`src/rtl/csr_access_unit_pkg.sv`:
```
// rtl/csr_access_unit_pkg.sv - shared types and constants for the CSR access unit
package csr_access_unit_pkg;

    localparam int DEFAULT_MXLEN  = 64;
    localparam int DEFAULT_ADDR_W = 12;

    // CSR addresses whose top two bits are 11 are read-only by construction
    localparam logic [1:0] CSR_READ_ONLY_PREFIX = 2'b11;

    typedef enum logic [1:0] {
        NO_COMMAND     = 2'b00,
        READ_ONLY      = 2'b01,
        WRITE_ONLY     = 2'b10,
        WRITE_AND_READ = 2'b11
    } csr_command_t;

    typedef enum logic [2:0] {
        IDLE      = 3'd0,
        ACCESS    = 3'd1,
        RMW_READ  = 3'd2,
        RMW_WRITE = 3'd3,
        RESPOND   = 3'd4
    } csr_access_state_t;

    typedef enum logic [2:0] {
        FUNCT3_CSRRW  = 3'b001,
        FUNCT3_CSRRS  = 3'b010,
        FUNCT3_CSRRC  = 3'b011,
        FUNCT3_CSRRWI = 3'b101,
        FUNCT3_CSRRSI = 3'b110,
        FUNCT3_CSRRCI = 3'b111
    } csr_funct3_t;

    // True for the six Zicsr encodings; 000 and 100 are not CSR instructions
    function automatic logic funct3_supported(input logic [2:0] funct3);
        logic ok;
        case (funct3)
            FUNCT3_CSRRW, FUNCT3_CSRRS, FUNCT3_CSRRC,
            FUNCT3_CSRRWI, FUNCT3_CSRRSI, FUNCT3_CSRRCI: ok = 1'b1;
            default:                                     ok = 1'b0;
        endcase
        return ok;
    endfunction

endpackage

```
`src/rtl/csr_access_unit.sv`:
```
// rtl/csr_access_unit.sv - sequences one Zicsr instruction into CSR file accesses
module csr_access_unit
    import csr_access_unit_pkg::*;
#(
    parameter int MXLEN  = DEFAULT_MXLEN,
    parameter int ADDR_W = DEFAULT_ADDR_W
) (
    input  logic              clock_i,
    input  logic              reset_i,
    input  logic              req_valid_i,
    output logic              req_ready_o,
    input  logic [2:0]        req_funct3_i,
    input  logic [ADDR_W-1:0] req_csr_address_i,
    input  logic [4:0]        req_rs1_index_i,
    input  logic [MXLEN-1:0]  req_rs1_data_i,
    input  logic [4:0]        req_rd_index_i,
    input  logic              kill_i,
    output logic [ADDR_W-1:0] csr_address_o,
    output csr_command_t      csr_command_o,
    output logic [MXLEN-1:0]  csr_write_data_o,
    input  logic [MXLEN-1:0]  csr_read_data_i,
    input  logic              csr_read_data_valid_i,
    output logic              resp_valid_o,
    output logic              resp_rd_write_o,
    output logic [4:0]        resp_rd_index_o,
    output logic [MXLEN-1:0]  resp_rd_data_o,
    output logic              resp_illegal_o
);

    csr_access_state_t state, state_next;

    logic [ADDR_W-1:0] address_q;
    logic [MXLEN-1:0]  operand_q;
    logic [MXLEN-1:0]  old_q;
    logic [4:0]        rd_q;
    logic              clear_q;
    logic              illegal_q;
    csr_command_t      command_q;

    logic [MXLEN-1:0]  operand;
    logic              mask_zero;
    logic              is_rw;
    logic              write_issuing;
    logic              ro_target;
    csr_command_t      accept_command;
    csr_access_state_t accept_state;
    logic              accept_illegal;
    logic [MXLEN-1:0]  rmw_data;

    // Decode the offered request: operand, mask, first state and single-access command
    always_comb begin
        operand        = req_funct3_i[2] ? {{(MXLEN-5){1'b0}}, req_rs1_index_i} : req_rs1_data_i;
        mask_zero      = (req_rs1_index_i == 5'd0);
        is_rw          = (req_funct3_i[1:0] == 2'b01);
        write_issuing  = is_rw || !mask_zero;
        ro_target      = (req_csr_address_i[ADDR_W-1 -: 2] == CSR_READ_ONLY_PREFIX);
        accept_command = READ_ONLY;
        accept_state   = ACCESS;
        accept_illegal = 1'b0;
        if (!funct3_supported(req_funct3_i) || (ro_target && write_issuing)) begin
            accept_command = NO_COMMAND;
            accept_state   = RESPOND;
            accept_illegal = 1'b1;
        end else if (is_rw) begin
            accept_command = (req_rd_index_i == 5'd0) ? WRITE_ONLY : WRITE_AND_READ;
        end else if (!mask_zero) begin
            accept_state   = RMW_READ;
        end
    end

    // Set/clear arithmetic for the write half of a read-modify-write
    always_comb begin
        rmw_data = clear_q ? (old_q & ~operand_q) : (old_q | operand_q);
    end

    // Next state and CSR-side command; kill and reset suppress the command immediately
    always_comb begin
        state_next       = state;
        csr_command_o    = NO_COMMAND;
        csr_write_data_o = '0;
        case (state)
            IDLE: begin
                if (req_valid_i) state_next = accept_state;
            end
            ACCESS: begin
                csr_command_o = command_q;
                if (command_q != READ_ONLY) csr_write_data_o = operand_q;
                state_next    = RESPOND;
            end
            RMW_READ: begin
                csr_command_o = READ_ONLY;
                state_next    = csr_read_data_valid_i ? RMW_WRITE : RESPOND;
            end
            RMW_WRITE: begin
                csr_command_o    = WRITE_ONLY;
                csr_write_data_o = rmw_data;
                state_next       = RESPOND;
            end
            RESPOND: begin
                state_next = IDLE;
            end
            default: begin
                state_next = IDLE;
            end
        endcase
        if ((kill_i && state != IDLE) || reset_i) begin
            state_next       = IDLE;
            csr_command_o    = NO_COMMAND;
            csr_write_data_o = '0;
        end
    end

    // State register plus request capture and access-result capture
    always_ff @(posedge clock_i) begin
        if (reset_i) begin
            state     <= IDLE;
            address_q <= '0;
            operand_q <= '0;
            old_q     <= '0;
            rd_q      <= '0;
            clear_q   <= 1'b0;
            illegal_q <= 1'b0;
            command_q <= NO_COMMAND;
        end else begin
            state <= state_next;
            case (state)
                IDLE: begin
                    if (req_valid_i) begin
                        address_q <= req_csr_address_i;
                        operand_q <= operand;
                        rd_q      <= req_rd_index_i;
                        clear_q   <= (req_funct3_i[1:0] == 2'b11);
                        command_q <= accept_command;
                        illegal_q <= accept_illegal;
                        old_q     <= '0;
                    end
                end
                ACCESS, RMW_READ: begin
                    old_q     <= csr_read_data_i;
                    illegal_q <= !csr_read_data_valid_i;
                end
                default: begin
                end
            endcase
        end
    end

    // Handshake, address and response outputs derived from the current state
    always_comb begin
        req_ready_o     = (state == IDLE);
        csr_address_o   = (state != IDLE) ? address_q : '0;
        resp_valid_o    = (state == RESPOND) && !kill_i;
        resp_illegal_o  = resp_valid_o && illegal_q;
        resp_rd_write_o = resp_valid_o && !illegal_q && (rd_q != 5'd0);
        resp_rd_index_o = resp_valid_o ? rd_q : 5'd0;
        resp_rd_data_o  = (resp_valid_o && !illegal_q) ? old_q : '0;
    end

endmodule

```
`config.mk`:
```
export PLATFORM = sky130hd
export DESIGN_NAME = csr_access_unit
export DESIGN_NICKNAME = d
export VERILOG_FILES = /design/src/rtl/csr_access_unit_pkg.sv /design/src/rtl/csr_access_unit.sv
export SDC_FILE = /design/constraint.sdc
export NUM_CORES = 1
export LEC_CHECK = 0
export BUFFER_PORTS_ARGS = -buffer_cell sky130_fd_sc_hd__buf_2
export CAP_MARGIN = 40
export CORE_UTILIZATION = 35
export DETAILED_ROUTE_END_ITERATION = 6
export GPL_TIMING_DRIVEN = 0
export MAX_ROUTING_LAYER = met4
export PLACE_DENSITY_LB_ADDON = 0.12
export SLEW_MARGIN = 20
export SYNTH_ARGS = -nofsm -noshare
export SYNTH_HDL_FRONTEND = slang
export SYNTH_SLANG_ARGS = --single-unit
```
`constraint.sdc`:
```
create_clock -name clock_i -period 2.3 [get_ports clock_i]
set_clock_uncertainty 0.15 [all_clocks]
set_input_delay 0.46 -clock clock_i [delete_from_list [all_inputs] [get_ports clock_i]]
set_output_delay 0.46 -clock clock_i [all_outputs]
set_load 0.01 [all_outputs]
```
# --- Word-level counts from Yosys, hierarchy flattened ---
# Index checks and enable logic that the tools add are counted.
op_classes:
  mux: 25
  n_bitwise: 3
  n_eq_ne: 15
  reduce_logical: 26
op_table:
  columns: ["operator", "count"]
  rows:
  - ["two-way mux 64 bit", 6]
  - ["one-hot mux 64 bit (2 select lines)", 2]
  - ["bitwise AND 64 bit", 1]
  - ["NOT 64 bit", 1]
  - ["OR 64 bit", 1]
  - ["equality test 3 x 2 -> 1 bit (second input constant)", 4]
  - ["equality test 3 bit (second input constant)", 4]
  - ["two-way mux 12 bit", 1]
  - ["zero test 5 bit", 2]
  - ["two-way mux 2 bit", 5]
  - ["two-way mux 3 bit", 3]
  - ["one-hot mux 3 bit (3 select lines)", 1]
  - ["equality test 3 x 1 -> 1 bit (second input constant)", 2]
  - ["logical AND 1 bit", 6]
  - ["one-hot mux 2 bit (3 select lines)", 1]
  - ["OR reduction 2 bit", 3]
  - ["OR reduction 6 bit", 1]
  - ["zero test 1 bit", 5]
  - ["two-way mux 5 bit", 1]
  - ["nonzero test 5 bit", 1]
  - ["equality test 2 bit (second input constant)", 2]
  - ["two-way mux 1 bit", 4]
  - ["AND reduction 2 bit", 2]
  - ["zero test 3 bit", 1]
  - ["7 further kinds", 9]
totals:
  ff_bits: 152
  inputBits: 158

# --- Logic depth before layout (Yosys ltp) ---
depth:
  word_depth: 8
  depth_mapped: 8
  ltp_nobuf: 4

# --- Worst setup path after synthesis ---
# OpenSTA, ideal clock, no wires.
synth_path:
  path_kind: "input to output"
  startpoint: "input port reset_i"
  endpoint: "output port csr_write_data_o[26]"
  stages: 5
  required_ps: 1690
  arrival_ps: 1580
  slack_ps: 110
  path_cell_list: "clkbuf_1 or3_1 buf_2 clkbuf_1 a21oi_1"
synth_between:
  elab_chain_cells: 2
synth_rtl:
  columns: ["item", "line_no", "text"]
  rows:
  - ["start: declaration", "csr_access_unit.sv:9", "input logic reset_i,"]
  - ["logical OR 1 bit", "csr_access_unit.sv:106", "if ((kill_i && state != IDLE) || reset_i) begin"]
  - ["two-way mux 64 bit", "csr_access_unit.sv:106", null]
  - ["end: declaration", "csr_access_unit.sv:20", "output logic [MXLEN-1:0] csr_write_data_o,"]
# Every way passes these cells.

# --- Worst setup path after layout ---
layout_path:
  startpoint: "register state[1]"
  endpoint: "output port csr_write_data_o[25]"
layout_between:
  elab_chain_cells: 4
  elab_cells_between_ends: 7
  classes_between: "eq/ne: 2; mux: 2; reduce/logical: 3"
layout_rtl:
  columns: ["item", "line_no", "text"]
  rows:
  - ["start: declaration", "csr_access_unit.sv:30", "csr_access_state_t state, state_next;"]
  - ["start signal: assignment", "csr_access_unit.sv:125", "state <= state_next;"]
  - ["parallel branches: the longest is 3 deep, another holds one-hot mux 64 bit (2 select lines)", null, null]
  - ["two-way mux 64 bit (*)", "csr_access_unit.sv:106", null]
# Mark *: on every way between the ends.

==> metrics.md <==
| Metric | Value |
|---|---|
| Worst Setup Slack, final | `-288 ps` |
| Placed cells | `1530` |
| Final net count | `1477` |
| DRC | `0` |
| CP Data Arrival Time | `slightly below 2000 ps` |
| Clk buf depth | `2` |
| Filler cells | `1989` |
| Sw Ratio | `29.4%` |
| Routed WL per cell | `18.4 microns` |
| Final Max Slew Viols | `0` |
| Class of the most critical setup path | `register to primary output` |
| Crit share post-route | `113%` |
| Worst setup EP type | `primary output` |
| Top layer in use | `met4` |
| Hpwl dp | `19900 microns` |
| Comb power frac | `about 17%` |
| Routed vias | `approximately 8400` |
| CTS tree | `built` |
| Final min period | `2590 ps` |
| FF-to-FF setup slack | `about 180 ps` |
| Vias/cell | `5.19` |
| Failing checks | `setup timing` |
| Clk pwr share | `a little over two fifths` |
| Total clock sinks | `152` |
| First drt pass iteration count | `5` |
| Largest net degree at the start of global routing | `17` |
| Reg2Reg Depth | `8` |
| Net Switching | `between 2 and 2.5 mW` |
| Synth Cell Area | `0.00751 sq mm` |
| Antenna violations before repair | `3` |
| Flop pwr share | `41.5%` |
| # setup viols final | `140` |
| Post-synth EDFFs | `0` |
| RSZ-0062 raised after global routing | `true` |
| Drt initial violations | `approximately 410` |
| Yosys warnings | `0` |
| Worst R2R Start | `state[0]` |
| Clock-pin slew on the worst setup and hold paths | `70 ps` |
| GP Congestion | `around 0.83` |
| Post-synth cell types | `39` |
| Sequential area share after synthesis | `about two fifths` |
| Starting Density | `35.7%` |
| Mean Syn Cell Area | `7.92 sq um` |
| Critical Path RT | `about 1700 ps` |
| VDD IR max | `about 470 uV` |
| RR Endpoint | `old_q[42]` |
| Synth Flop Type | `dfxtp_1` |
| CTS Buf Count | `17` |
| Max H-tree Level | `4` |
| WHS Endpoint | `old_q[57]` |
| Worst hold start | `csr_read_data_i[57]` |
| Outcome | `complete, but fails checks` |
| Synthesis-to-finish area growth | `60.1%` |
| Die W | `roughly 150 microns` |
| Count of final hold-check violations | `0` |
| Footprint of the multi-input gates | `0.00477 sq mm` |
| Number of nets with antenna violations after routing | `0` |
| Mapped Cells | `949` |
| Core area | `0.0210 sq mm` |
| Register area | `0.00305 sq mm` |
| Die Y-Extent | `149 microns` |
| Die area | `0.0221 sq mm` |
| Ys async rst share | `0%` |
| Post-route cell area | `0.0120 sq mm` |
| CTS Hold Bufs | `0` |
| Clock Latency Late Sink | `between 400 and 500 ps` |
| Synthesized net count | `1107` |
| Worst slew pin tran | `645 ps` |
| DR WL met2 | `14400 microns` |
| Global-route wire length before repair | `around 43000 microns` |
| Num ports | `309` |
| Total power | `6.97 mW` |
| Power Internal | `4.93 mW` |
| Power Density | `580 mW/mm^2` |
| Max_slew headroom | `a little under three fifths` |
| Setup crit start kind | `register` |
| Vias in the first global route | `7877` |
| DP Area | `0.00939 sq mm` |
| Layout cells sized above 1 | `46.7%` |
| Hold-critical path depth | `3` |
| Class of the tightest hold or removal check | `primary input to register` |
| Max Fclk | `386 MHz` |
| Routed wire length | `approximately 30000 microns` |
| P_leak | `5.10 nW` |
| Met3 wire len | `between 1500 and 2000 microns` |
| Post-Layout Cell Count | `1611` |
| M1 WL | `13000 microns` |
| Register bit total from synthesis | `between 150 and 200` |
| Overflow after GRT | `0` |
| Final setup TNS | `-26980 ps` |
| Max_cap viols | `0` |
| Row cnt | `53` |
| I/O Buffers | `306` |
| CP Max Fanout | `7` |
| GRT Util Overall | `26.3%` |
| Root buffer cell | `clkbuf_16` |
-- worst max path at each step --
stage / from / endpoint / slack [ps]
floorplan: reset_i / csr_write_data_o[26] / 110
global placement: kill_i / resp_rd_data_o[17] / -400
detailed placement: kill_i / resp_rd_data_o[46] / -390
CTS: state[2] / csr_write_data_o[35] / -330
global route: state[2] / csr_write_data_o[27] / -370
finish: state[1] / csr_write_data_o[25] / -290
-- stage by stage --
stage               hold slack [ps]  utilization (%)  setup WS, ps
floorplan                       282                -           110
global placement                288             44.7          -398
detailed placement              293             44.7          -391
CTS                            98.5             52.4          -330
global route                    115             57.2          -369
finish                          114             57.2          -288
-- registers in the layout (all words and copies together), names as in the netlist --
| signal | cells |
|---|---|
| state | 3 |
| rd_q | 5 |
| address_q | 12 |
| operand_q | 64 |
| illegal_q | 1 |
| clear_q | 1 |
| command_q | 2 |
| old_q | 64 |
-- cell type report --
class / instances / area share, %
antenna: 4 / 0.0832
buffer: 86 / 5.53
multi-input combinational: 703 / 39.7
timing repair buffer: 355 / 21.3
clock inverter: 14 / 1.35
clock buffer: 18 / 3.65
sequential: 152 / 25.4
inverter: 4 / 0.125
tap: 275 / 2.86
-- logic make-up (layout without fill, tap and decap cells) --
family | after synthesis | after routing | share of synthesized area [%]
flops | 152 | 152 | 40.5
simple gates | 468 | 468 | 33.7
buf+inv | 95 | 477 | 6.58
compound gates | 228 | 229 | 18.5
xor+xnor | 1 | 1 | 0.117
other cells | 0 | 4 | 0
mux | 5 | 5 | 0.666
-- repair_timing --
item	CTS	global route
gates cloned	10	6
resized for setup	171	211
pin swaps	13	55
endpoints found under the hold margin	0	0
buffers inserted	26	10
setup endpoints to repair	146	221
-- worst max-delay path: stages, from the launching register on --
cell	delay, ps
dfxtp_4	350
buf_8	130
a211oi_4	320
buf_6	240
clkbuf_16	170
nand2_1	60
a21oi_2	130
buf_2	150
-- cells in the final DEF (no fill, tap or decap), types with 3 or more instances in the layout --
cell / synthesis / layout
a211oi_1: 6 / 5
a21oi_1: 137 / 88
a21oi_2: 11 / 53
a21oi_4: 0 / 7
a22oi_1: 64 / 64
and2_4: 0 / 6
and3_1: 65 / 12
and3_4: 0 / 53
buf_12: 0 / 3
buf_2: 20 / 250
buf_4: 8 / 31
buf_6: 11 / 86
buf_8: 0 / 18
clkbuf_1: 51 / 32
clkbuf_16: 0 / 26
clkbuf_2: 0 / 5
clkbuf_4: 0 / 5
clkinv_4: 0 / 3
clkinvlp_4: 0 / 3
dfxtp_1: 152 / 149
diode_2: 0 / 4
inv_1: 4 / 4
inv_6: 0 / 3
mux2i_1: 5 / 5
nand2_1: 167 / 121
nand2_2: 0 / 21
nand2_4: 0 / 25
nand3b_1: 123 / 123
nor2_1: 74 / 73
nor2b_1: 10 / 10
nor3_1: 5 / 5
o21ai_0: 4 / 4
-- Yosys cell counts, types with 2 or more instances --
| cell type | n | share of area (%) |
|---|---|---|
| a211oi_1 | 6 | 0.60 |
| a21oi_1 | 137 | 9.1 |
| a21oi_2 | 11 | 1.3 |
| a22oi_1 | 64 | 6.4 |
| and2_1 | 7 | 0.58 |
| and2b_1 | 2 | 0.20 |
| and3_1 | 65 | 5.4 |
| buf_2 | 20 | 1.3 |
| buf_4 | 8 | 0.80 |
| buf_6 | 11 | 1.6 |
| clkbuf_1 | 51 | 2.5 |
| dfxtp_1 | 152 | 41 |
| inv_1 | 4 | 0.20 |
| mux2i_1 | 5 | 0.67 |
| nand2_1 | 167 | 8.3 |
| nand3_1 | 2 | 0.13 |
| nand3b_1 | 123 | 12 |
| nor2_1 | 74 | 3.7 |
| nor2_4 | 2 | 0.30 |
| nor2b_1 | 10 | 0.83 |
| nor3_1 | 5 | 0.33 |
| o21ai_0 | 4 | 0.27 |
| or3_1 | 3 | 0.25 |
-- power groups by stage --
stage	combinational, mW	clock, mW	sequential [mW]
6_report	1.18	2.90	2.89
2_1_floorplan	0.588	0	2.90
5_1_grt	1.28	3.05	2.91
3_3_place_gp	0.970	0	2.92
4_1_cts	1.10	2.94	2.87
3_5_place_dp	0.975	0	2.93
-- per-layer routing --
metal | global-route usage, % | up-vias
met5 | - | -
met4 | 10.1 | 0
met3 | 4.94 | 45
met2 | 42.2 | 261
met1 | 32.6 | 3980
li1 | - | 4081
(Power assumes the default switching activity.)
